File: src/rtl/keypad_digit_encoder.sv
// rtl/keypad_digit_encoder.sv - debounced one-hot keypad encoder with BCD entry buffer and tick divider
module keypad_digit_encoder #(
   parameter int NUM_KEYS        = 10,
   parameter int DEBOUNCE_CYCLES = 4,
   parameter int NUM_DIGITS      = 4,
   parameter int DIV             = 100
) (
   input  logic                               Clk,
   input  logic                               Reset,
   input  logic                               Enablen,
   input  logic [NUM_KEYS-1:0]                Keypad,
   input  logic                               Clear,
   output logic [3:0]                         D,
   output logic                               loadn,
   output logic [4*NUM_DIGITS-1:0]            Digits,
   output logic [$clog2(NUM_DIGITS+1)-1:0]    DigitCount,
   output logic                               Error,
   output logic                               pgt_1Hz
);

   localparam int CNT_W = $clog2(DEBOUNCE_CYCLES + 1);
   localparam int DC_W  = $clog2(NUM_DIGITS + 1);
   localparam int DIV_W = $clog2(DIV);

   // Counter value at which the current sample completes the debounce window
   localparam logic [CNT_W-1:0] DB_LAST = CNT_W'(DEBOUNCE_CYCLES - 1);
   localparam logic [DC_W-1:0]  DC_MAX  = DC_W'(NUM_DIGITS);
   localparam logic [DIV_W-1:0] DIV_MAX = DIV_W'(DIV - 1);

   typedef enum logic [1:0] {IDLE, PRESS_DB, HELD, RELEASE_DB} state_t;

   state_t                    state;
   logic [CNT_W-1:0]          cnt;
   logic [NUM_KEYS-1:0]       pat;
   logic                      multi_seen;
   logic [DIV_W-1:0]          div_cnt;

   logic                      key_single;
   logic                      key_multi;
   logic                      key_zero;
   logic [3:0]                key_code;
   logic                      load_fire;
   logic                      err_fire;
   logic [4*NUM_DIGITS-1:0]   digits_base;
   logic [4*NUM_DIGITS-1:0]   digits_next;
   logic [DC_W-1:0]           count_base;
   logic [DC_W-1:0]           count_next;

   // Bit index of the highest set key line; only meaningful when one line is set
   function automatic logic [3:0] encode(input logic [NUM_KEYS-1:0] k);
      encode = 4'd0;
      for (int i = 0; i < NUM_KEYS; i++) begin
         if (k[i]) encode = 4'(i);
      end
   endfunction

   // Classify the current sample and decide whether this edge loads a key or flags a multi-press
   always_comb begin
      key_single = ($countones(Keypad) == 1);
      key_multi  = ($countones(Keypad) > 1);
      key_zero   = (Keypad == '0);
      key_code   = encode(Keypad);
      // A single debounce sample means the entering edge itself accepts the key
      load_fire  = !Enablen &&
                   (((state == IDLE) && key_single && (DEBOUNCE_CYCLES == 1)) ||
                    ((state == PRESS_DB) && (Keypad == pat) && (cnt == DB_LAST)));
      // One Error pulse per multi-press; re-armed once the pattern stops being multi-hot
      err_fire   = (state == IDLE) && !Enablen && key_multi && !multi_seen;
      // Clear takes effect before a coincident shift so the new digit survives it
      digits_base = Clear ? '0 : Digits;
      digits_next = digits_base << 4;
      digits_next[3:0] = key_code;
      count_base  = Clear ? '0 : DigitCount;
      count_next  = (count_base == DC_MAX) ? count_base : count_base + DC_W'(1);
   end

   // Debounce FSM with registered strobe, code and entry buffer
   always_ff @(posedge Clk) begin
      if (Reset) begin
         state      <= IDLE;
         cnt        <= '0;
         pat        <= '0;
         multi_seen <= 1'b0;
         D          <= 4'd0;
         loadn      <= 1'b1;
         Error      <= 1'b0;
         Digits     <= '0;
         DigitCount <= '0;
      end else begin
         loadn      <= 1'b1;
         Error      <= 1'b0;
         multi_seen <= key_multi && (multi_seen || err_fire);
         if (Clear) begin
            Digits     <= '0;
            DigitCount <= '0;
         end
         if (load_fire) begin
            D          <= key_code;
            loadn      <= 1'b0;
            Digits     <= digits_next;
            DigitCount <= count_next;
         end
         if (err_fire) Error <= 1'b1;

         case (state)
            IDLE: begin
               if (!Enablen && key_single) begin
                  pat <= Keypad;
                  cnt <= CNT_W'(1);
                  state <= (DEBOUNCE_CYCLES == 1) ? HELD : PRESS_DB;
               end
            end
            PRESS_DB: begin
               if (Enablen || (Keypad != pat)) begin
                  state <= IDLE;
                  cnt   <= '0;
               end else if (cnt == DB_LAST) begin
                  state <= HELD;
                  cnt   <= '0;
               end else begin
                  cnt <= cnt + CNT_W'(1);
               end
            end
            HELD: begin
               // Any nonzero pattern keeps us here: no auto-repeat, no key change
               if (key_zero) begin
                  cnt   <= CNT_W'(1);
                  state <= (DEBOUNCE_CYCLES == 1) ? IDLE : RELEASE_DB;
               end
            end
            RELEASE_DB: begin
               if (!key_zero) begin
                  state <= HELD;
                  cnt   <= '0;
               end else if (cnt == DB_LAST) begin
                  state <= IDLE;
                  cnt   <= '0;
               end else begin
                  cnt <= cnt + CNT_W'(1);
               end
            end
            default: begin
               state <= IDLE;
               cnt   <= '0;
            end
         endcase
      end
   end

   // Free-running time-base divider, one-cycle tick after the terminal count
   always_ff @(posedge Clk) begin
      if (Reset) begin
         div_cnt <= '0;
         pgt_1Hz <= 1'b0;
      end else if (div_cnt == DIV_MAX) begin
         div_cnt <= '0;
         pgt_1Hz <= 1'b1;
      end else begin
         div_cnt <= div_cnt + DIV_W'(1);
         pgt_1Hz <= 1'b0;
      end
   end

endmodule
File: config.mk
export PLATFORM = sky130hd
export DESIGN_NAME = keypad_digit_encoder
export DESIGN_NICKNAME = d
export VERILOG_FILES = /design/src/rtl/keypad_digit_encoder.sv
export SDC_FILE = /design/constraint.sdc
export NUM_CORES = 1
export LEC_CHECK = 0
export ABC_AREA = 1
export CELL_PAD_IN_SITES_DETAIL_PLACEMENT = 1
export CELL_PAD_IN_SITES_GLOBAL_PLACEMENT = 2
export CORE_ASPECT_RATIO = 1.2
export CORE_MARGIN = 2
export CORE_UTILIZATION = 30
export CTS_CLUSTER_DIAMETER = 30
export DETAILED_ROUTE_END_ITERATION = 7
export PLACE_DENSITY_LB_ADDON = 0.1
export SLEW_MARGIN = 40
export SYNTH_ARGS = -nofsm -noshare
export SYNTH_HDL_FRONTEND = slang
export SYNTH_SLANG_ARGS = --single-unit
File: constraint.sdc
create_clock -name Clk -period 4.6 [get_ports Clk]
set_input_delay 1.38 -clock Clk [delete_from_list [all_inputs] [get_ports Clk]]
set_output_delay 1.38 -clock Clk [all_outputs]
set_load 0.02 [all_outputs]
==> results of run 1 <==
worst max-delay path, cell delays in order:
cell and delay, ns:
dlygate4sd2_1 0.26, fa_1 0.56, inv_1 0.06, fa_1 0.46, fa_1 0.50, inv_1 0.05
ha_2 0.17, fa_1 0.42, inv_1 0.08, and3_4 0.20, nand3_4 0.14, buf_12 0.19
o21ai_1 0.12, a21oi_1 0.05
layer usage:
metal  part of all wire [%]  vias up  GRT usage [%]  routed length (um)
met1                     44     1116           19.7                2950
met5                      0        -              0                   0
met3                    3.2        5           2.92                 213
met2                     52       32           28.5                3460
met4                    1.2        0           4.22                  83
li1                       -     1242              -                   -
state kept, by name, indices dropped and copies added, names as in the netlist:
| register | cells |
|---|---|
| multi_seen | 1 |
| Error | 1 |
| div_cnt | 7 |
| cnt | 3 |
| D | 4 |
| pat | 10 |
| pgt_1Hz | 1 |
| state | 2 |
| loadn | 1 |
| DigitCount | 3 |
| Digits | 16 |
logic make-up after synthesis:
group	synth area share (%)
XOR/XNOR	0.684
AO/OA/AOI/OAI	11.6
AND/OR/NAND/NOR	30.3
flip-flops	38.3
adder cells (fa/ha/maj)	8.11
buffers and inverters	10.9
metrics by stage:
| stage | cells | cell area [sq um] | setup WS [ns] | setup TNS, ns | total power [mW] |
|---|---|---|---|---|---|
| after global routing | 530 | 3350 | 0.0249 | 0 | 1.15 |
| final | 530 | 3350 | 0.177 | 0 | 1.08 |
| after detailed placement | 519 | 3170 | -0.425 | -5.75 | 0.768 |
| after floorplan | 360 | 2560 | 0.227 | 0 | 0.660 |
| after CTS | 530 | 3330 | 0.0320 | 0 | 1.09 |
| after global placement | 519 | 3170 | -0.305 | -4.05 | 0.754 |
worst min-delay path by stage:
stage / start / end / slack (ns)
global route: multi_seen$_SDFF_PP0_ / Error$_SDFF_PP0_ / 0.46
global placement: multi_seen$_SDFF_PP0_ / Error$_SDFF_PP0_ / 0.40
finish: multi_seen$_SDFF_PP0_ / Error$_SDFF_PP0_ / 0.43
CTS: multi_seen$_SDFF_PP0_ / Error$_SDFF_PP0_ / 0.43
floorplan: multi_seen$_SDFF_PP0_ / Error$_SDFF_PP0_ / 0.39
detailed placement: multi_seen$_SDFF_PP0_ / Error$_SDFF_PP0_ / 0.41
power by group:
part | switching, mW | internal (mW) | total (mW) | leakage (nW)
combinational | 0.179 | 0.150 | 0.329 | 0.932
sequential | 0.0233 | 0.459 | 0.482 | 0.397
clock | 0.156 | 0.109 | 0.265 | 0.0456
area by class of cell:
cell class | instances | area share [%]
Clock inverter | 2 | 0.411
Tap cell | 114 | 4.26
Timing Repair Buffer | 59 | 17.5
Clock buffer | 6 | 2.17
Sequential cell | 49 | 29.3
Multi-Input combinational cell | 241 | 39.8
Inverter | 59 | 6.61
synthesized netlist by cell type:
cell type | n | area (sq um)
a21oi_1 | 27 | 135
a21oi_2 | 3 | 26.3
and3_1 | 2 | 12.5
buf_2 | 2 | 10.0
buf_4 | 1 | 7.51
buf_8 | 1 | 15.0
clkbuf_1 | 7 | 26.3
clkinv_1 | 1 | 3.75
dfxtp_1 | 49 | 981
fa_1 | 6 | 120
ha_1 | 7 | 87.6
inv_1 | 51 | 191
inv_2 | 7 | 26.3
nand2_1 | 72 | 270
nand2_2 | 5 | 31.3
nand2_4 | 1 | 11.3
nand3_1 | 19 | 95.1
nand3_4 | 1 | 17.5
nand3b_1 | 1 | 7.51
nand4_1 | 4 | 25.0
nor2_1 | 47 | 176
nor2_2 | 4 | 25.0
nor2_4 | 2 | 22.5
nor2_8 | 1 | 20.0
nor3_1 | 7 | 35.0
nor3b_1 | 1 | 7.51
nor4_1 | 2 | 12.5
o21ai_0 | 20 | 100
o21ai_1 | 4 | 20.0
o311ai_0 | 1 | 8.76
o31ai_1 | 1 | 7.51
or2_2 | 1 | 6.26
xnor2_1 | 2 | 17.5
placed cells by master (no fill, tap or decap), drive strengths merged, types with 4 or more instances in the layout:
| cell | n |
|---|---|
| fa | 6 |
| a21oi | 30 |
| dlygate4sd2 | 6 |
| nand2 | 78 |
| nor2 | 54 |
| o21ai | 24 |
| ha | 7 |
| clkbuf | 6 |
| inv | 59 |
| nand4 | 4 |
| nor3 | 7 |
| clkdlybuf4s50 | 33 |
| nand3 | 20 |
| dfxtp | 49 |
| buf | 20 |
timing repair:
action	CTS	global route
setup endpoints to repair	10	14
buffers inserted	1	0
pin swaps	4	4
gates cloned	2	0
gates resized for setup	22	5
==> impl_metrics.toml, run 1 <==
[pwr]
leakagePower_nw = 1.37
peakVddDrop_mv = 0.133
power_density_nw_per_um2 = 321

[placed_design]
port_buffers = 39
dpl.hpwl_mm = 5.08
gp_congestion = 0.735

[sta]
tightest_slew_ns = 0.493
setup_violations = 0
fin_crit_sh_pct = 96.2
slew_headroom_pct = 66.7
rsz0062_at_grt = "no"
drv_slew = 0
post-route-min-period_ns = 4.42
finClkSkew_ns = 0.00677
fin_hold_ws_ns = 0.426
hold_viol = 0
max_clock_freq_mhz = 226

[worst_setup_path]
critPathArrivalTime_ns = 4.63
cp_max_fo = 5
end_kind = "flip-flop"
cp_data_required_time_ns = 4.81
worst-r2r-setup-slack_ns = 2.87
endpoint = "pat[8]$_SDFFE_PP0P_"
reg2reg_depth = 7
worstSetupPathType = "in -> reg"
timing.rr.start = "cnt[0]$_SDFFE_PP0P_"
rr_endpoint = "D[2]$_SDFFE_PP0P_"
worstSetupStartpointType = "primary input"
crit_start = "Keypad[5]"

[clock_tree]
clkTransAtPathRegs_ns = 0.09
clock-sinks = 49
cts-htree-levels = 2
hold_buffers = 0
clk_latency_ns = 0.31
clockBufferDepth = 2
numCtsBuffers = 5
tritoncts = "built"
clockRootBuffer = "clkbuf_8"

[detailed_routing]
drc = 0
vias = 2395
ant_nets = 0
wl_mm = 6.71
vias_per_cell = 4.52
drt_iter0_drc = 38
routedWlPerCell_um = 12.7
firstDrtPassIters = 4

[final_layout]
diodes = 0
nFillCells = 1071
fin_nets = 442
final-seq-area_sq_um = 981
syn_to_final_growth_pct = 30.9
multi_input_comb_area_sq_um = 1330
final_util_pct = 40.9
drive_above_1_share_pct = 14.4

[min_path]
hp-class = "reg -> reg"
whs_path_depth = 1

[floorplan]
core_sq_um = 8200
fp.dieW_um = 88.3
start_util_pct = 31.2
ios = 40
row_count = 36
die_h_um = 105
die-area_sq_um = 9290

[synth]
seq_area_frac_synth_pct = 38.3
ys_types = 33
syn_inst = 360
synth_nets = 387
ys_ff_latch = 49
syn_area_per_cell_sq_um = 7.11
syn_area_sq_um = 2560
yosys_warnings = 0

[global_routing]
grt_pass1_wl_mm = 11.8
gr-usage-all-layers_pct = 16.1
grt_pass1_vias = 2490
antenna_found_initial = 0
grt_max_degree = 21
gr-total-overflow = 0

[flow_run]
maxCapViolCount = 0

[status]
status = "completed"
Note: power is estimated with default switching activity, not from simulation.
==> inputs of run 2 (changes only) <==
- CAP_MARGIN: not set -> 40
- CORE_MARGIN: 2 -> not set
- TNS_END_PERCENT: not set -> 50
==> impl_metrics.toml, run 2 (synthesized netlist as in run 1, its figures left out) <==
[floorplan]
die-area_sq_um = 8910
fp.dieW_um = 86.3
row_count = 36
start_util_pct = 31.2
ios = 40
die_h_um = 103
core_sq_um = 8200

[detailed_routing]
firstDrtPassIters = 4
vias = 2352
drt_iter0_drc = 41
ant_nets = 0
wl_mm = 6.57
routedWlPerCell_um = 12.4
drc = 0
vias_per_cell = 4.45

[clock_tree]
clock-sinks = 49
clockRootBuffer = "clkbuf_8"
numCtsBuffers = 5
clk_latency_ns = 0.30
clkTransAtPathRegs_ns = 0.09
clockBufferDepth = 2
cts-htree-levels = 2
tritoncts = "built"

[global_routing]
grt_pass1_wl_mm = 11.1
grt_max_degree = 21
gr-total-overflow = 0
gr-usage-all-layers_pct = 16.1
grt_pass1_vias = 2338
antenna_found_initial = 0

[sta]
hold_viol = 0
finClkSkew_ns = 0.00644
fin_hold_ws_ns = 0.423
max_clock_freq_mhz = 225
fin_crit_sh_pct = 96.5
setup_violations = 0
rsz0062_at_grt = "no"
drv_slew = 0
slew_headroom_pct = 65.2
post-route-min-period_ns = 4.44
setup_slack_ns = 0.160
tightest_slew_ns = 0.522

[worst_setup_path]
end_kind = "flip-flop"
critPathArrivalTime_ns = 4.68
worstSetupPathType = "in -> reg"
worstSetupStartpointType = "primary input"
cp_max_fo = 10
cp_data_required_time_ns = 4.84

[placed_design]
dpl.hpwl_mm = 5.01
gp_congestion = 0.730
place_ws_ns = -0.448
port_buffers = 39

[final_layout]
fin_nets = 441
nFillCells = 1058
diodes = 0
drive_above_1_share_pct = 13.5
reg.largest.list = "Digits: 16 flops, pat: 10 flops, div_cnt: 7 flops"
largest_register_ffs = 16
regMostFlops = "Digits"
layout_commonest_cell = "nand2_1"
syn_to_final_growth_pct = 30.4
final_cell_mix = "72 x nand2_1, 50 x inv_1, 49 x dfxtp_1"

[pwr]
leakagePower_nw = 1.37
peakVddDrop_mv = 0.163
power_density_nw_per_um2 = 317

[flow_run]
maxCapViolCount = 0

[status]
status = "completed"

[min_path]
hp-class = "reg -> reg"
[run 2: final cells by class]
type                            instances  area, sq um  share of cell area (%)
Sequential cell                        49          981                    29.4
Timing Repair Buffer                   58          586                    17.5
Clock inverter                          2         13.8                   0.412
Tap cell                              114          143                    4.27
Inverter                               59          221                    6.63
Clock buffer                            6         72.6                    2.17
Multi-Input combinational cell        241         1320                    39.6
[run 2: through the flow]
| stage | cell area [sq um] | utilization (%) | std cells | setup TNS [ns] | total power [mW] |
|---|---|---|---|---|---|
| 5_1_grt | 3340 | 40.7 | 529 | 0 | 1.13 |
| 3_5_place_dp | 3170 | 38.6 | 518 | -6.06 | 0.762 |
| 4_1_cts | 3330 | 40.7 | 529 | 0 | 1.08 |
| 2_1_floorplan | 2560 | - | 360 | 0 | 0.660 |
| 3_3_place_gp | 3170 | 38.6 | 518 | -4.26 | 0.753 |
| 6_report | 3340 | 40.7 | 529 | 0 | 1.06 |
[run 2: worst max-delay path, stage by stage]
cell           delay [ns]
dlygate4sd2_1        0.27
fa_1                 0.56
inv_1                0.06
fa_1                 0.45
fa_1                 0.49
inv_1                0.04
ha_2                 0.17
fa_1                 0.43
inv_1                0.08
and3_4               0.20
nand3_4              0.12
buf_6                0.17
buf_16               0.13
a21oi_1              0.13
[run 2: final timing paths]
check	start	to	slack, ns	cells past startpoint
max	Keypad[9]	pat[6]$_SDFFE_PP0P_	0.16	14
min	multi_seen$_SDFF_PP0_	Error$_SDFF_PP0_	0.42	1
max reg2reg	cnt[0]$_SDFFE_PP0P_	D[1]$_SDFFE_PP0P_	2.87	7
min reg2reg	multi_seen$_SDFF_PP0_	Error$_SDFF_PP0_	0.42	1
[run 2: where the power goes]
group	total (mW)	internal, mW	leakage, nW	switching, mW
combinational	0.317	0.144	0.932	0.172
sequential	0.481	0.459	0.397	0.0215
clock	0.261	0.109	0.0456	0.152
total	1.06	0.712	1.37	0.346
[run 2: timing repair]
action / CTS / global route
cloned: 2 / 0
buffers inserted: 1 / 0
resized for setup: 18 / 3
setup endpoints to repair: 12 / 13
hold buffers: 0 / 0
pin swaps: 3 / 3
[run 2: per-layer routing]
| metal | routed length, um | GRT usage [%] |
|---|---|---|
| met2 | 3320 | 29.8 |
| met4 | 72 | 4.62 |
| met3 | 143 | 2.46 |
| met5 | 0 | 0 |
| met1 | 3030 | 19.4 |
==> inputs of run 3 (changes only) <==
- CORE_UTILIZATION: 30 -> 27
- clock period: 4.6 -> 3.65 ns (I/O delays scaled with it)
==> impl_metrics.toml, run 3 (synthesized netlist as in run 1, its figures left out) <==
[worst_setup_path]
cp_max_fo = 20
end_kind = "flip-flop"
reg2reg_depth = 9
rr_endpoint = "DigitCount[0]$_SDFF_PP0_"
cp_data_required_time_ns = 3.85
worstSetupPathType = "in -> reg"
critPathArrivalTime_ns = 4.13
timing.rr.start = "cnt[0]$_SDFFE_PP0P_"
worstSetupStartpointType = "primary input"
worst-r2r-setup-slack_ns = 1.94

[floorplan]
die-area_sq_um = 9880
fp.dieW_um = 90.9
row_count = 38
start_util_pct = 28.0
ios = 40
core_sq_um = 9130
die_h_um = 109

[clock_tree]
clockBufferDepth = 2
cts-htree-levels = 2
numCtsBuffers = 5
tritoncts = "built"
clkTransAtPathRegs_ns = 0.10
clock-sinks = 49
clk_latency_ns = 0.30
clockRootBuffer = "clkbuf_8"
hold_buffers = 0

[status]
violations = "negative setup slack"
status = "finished with violations"

[detailed_routing]
firstDrtPassIters = 4
drt_iter0_drc = 47
top_layer = "met4"
vias = 2443
wl_met2_mm = 3.53
ant_nets = 0
vias_per_cell = 4.50
wl_mm = 6.79
routedWlPerCell_um = 12.5
drc = 0
wl_met1_mm = 3.04
wl_met3_um = 147

[min_path]
worstHoldStart = "cnt[2]$_SDFFE_PP0P_"
min_to = "cnt[2]$_SDFFE_PP0P_"
whs_path_depth = 2
hp-class = "reg -> reg"

[final_layout]
final_util_pct = 37.7
nFillCells = 1140
layout_commonest_cell = "nand2_1"
regMostFlops = "Digits"
reg.largest.list = "Digits: 16 flops, pat: 10 flops, div_cnt: 7 flops"
syn_to_final_growth_pct = 34.6
final_cell_mix = "72 x nand2_1, 49 x dfxtp_1, 48 x inv_1"
fin_nets = 449
multi_input_comb_area_sq_um = 1390
largest_register_ffs = 16
final-seq-area_sq_um = 981
diodes = 0
drive_above_1_share_pct = 20.1

[sta]
fin_crit_sh_pct = 108
rsz0062_at_grt = "yes"
tightest_slew_ns = 0.524
finClkSkew_ns = 0.0101
drv_slew = 0
max_clock_freq_mhz = 254
slew_headroom_pct = 64.6
setup_violations = 17
post-route-min-period_ns = 3.93
setup_slack_ns = -0.284
hold_viol = 0
fin_hold_ws_ns = 0.459

[placed_design]
place_ws_ns = -1.05
port_buffers = 39
dpl.hpwl_mm = 5.32
gp_congestion = 0.767

[global_routing]
antenna_found_initial = 0
gr-usage-all-layers_pct = 14.9
grt_pass1_vias = 2520
grt_max_degree = 21
grt_pass1_wl_mm = 11.7
gr-total-overflow = 0

[pwr]
combinationalPowerShare_pct = 28.6
peakVddDrop_mv = 0.228
p_int_mw = 0.984
power_density_nw_per_um2 = 417
swShare_pct = 31.4
leakagePower_nw = 1.41
clockPowerShare_pct = 28.9
seq_power_share_pct = 42.6
p_sw_mw = 0.451

[flow_run]
maxCapViolCount = 0
## run 3: cell types whose count changed in the layout (fill, tap and decap cells not counted), moves of 2 or more
cell	before	now
buf_16	2	0
buf_2	0	5
buf_4	15	25
dlygate4sd2_1	5	0
inv_1	50	48
inv_2	8	10
o21ai_0	14	9
o21ai_1	10	4
o21ai_2	0	11
## run 3: layer usage
| layer | track usage [%] | vias up |
|---|---|---|
| met2 | 27.7 | 25 |
| met3 | 2.44 | 4 |
| li1 | - | 1253 |
| met5 | 0 | - |
| met1 | 17.5 | 1161 |
| met4 | 4.88 | 0 |
## run 3: worst max path at each step
stage                    from  depth (start not counted)                   to
finish              Keypad[9]                         14  pat[7]$_SDFFE_PP0P_
global route        Keypad[9]                         14  pat[7]$_SDFFE_PP0P_
floorplan           Keypad[5]                         13  pat[0]$_SDFFE_PP0P_
global placement    Keypad[5]                         14  cnt[1]$_SDFFE_PP0P_
detailed placement  Keypad[5]                         14  cnt[1]$_SDFFE_PP0P_
CTS                 Keypad[9]                         14  cnt[1]$_SDFFE_PP0P_
## run 3: critical path, stage by stage
cell,delay (ns)
buf_6,0.10
fa_1,0.56
inv_1,0.06
fa_1,0.47
fa_1,0.54
inv_2,0.05
ha_4,0.16
fa_2,0.44
inv_2,0.06
and3_4,0.18
nand3_4,0.07
buf_12,0.17
o21ai_2,0.12
a21oi_1,0.05
## run 3: layout make-up
| class | instances | area share, % |
|---|---|---|
| Timing Repair Buffer | 66 | 17.0 |
| Clock buffer | 7 | 2.51 |
| Tap cell | 120 | 4.36 |
| Sequential cell | 49 | 28.5 |
| Inverter | 59 | 6.43 |
| Clock inverter | 1 | 0.872 |
| Multi-Input combinational cell | 241 | 40.4 |
## run 3: through the flow
stage	instances	setup TNS [ns]	cell area [sq um]	power (mW)
after floorplan	360	-4.39	2580	0.851
after global placement	532	-15.78	3250	0.975
after detailed placement	532	-16.85	3250	0.987
after CTS	541	-4.73	3410	1.45
after global routing	543	-5.66	3440	1.53
final	543	-4.01	3440	1.44
## run 3: timing repair
item,4_1_cts,5_1_grt
setup endpoints to repair,17,17
pin swaps,9,3
gates resized for setup,41,6
setup buffers,1,2
## run 3: power by group through the flow
stage | clock [mW] | combinational, mW | sequential, mW
finish | 0.414 | 0.410 | 0.611
global route | 0.448 | 0.465 | 0.617
CTS | 0.434 | 0.401 | 0.610
detailed placement | 0 | 0.368 | 0.620
global placement | 0 | 0.357 | 0.618
floorplan | 0 | 0.239 | 0.611
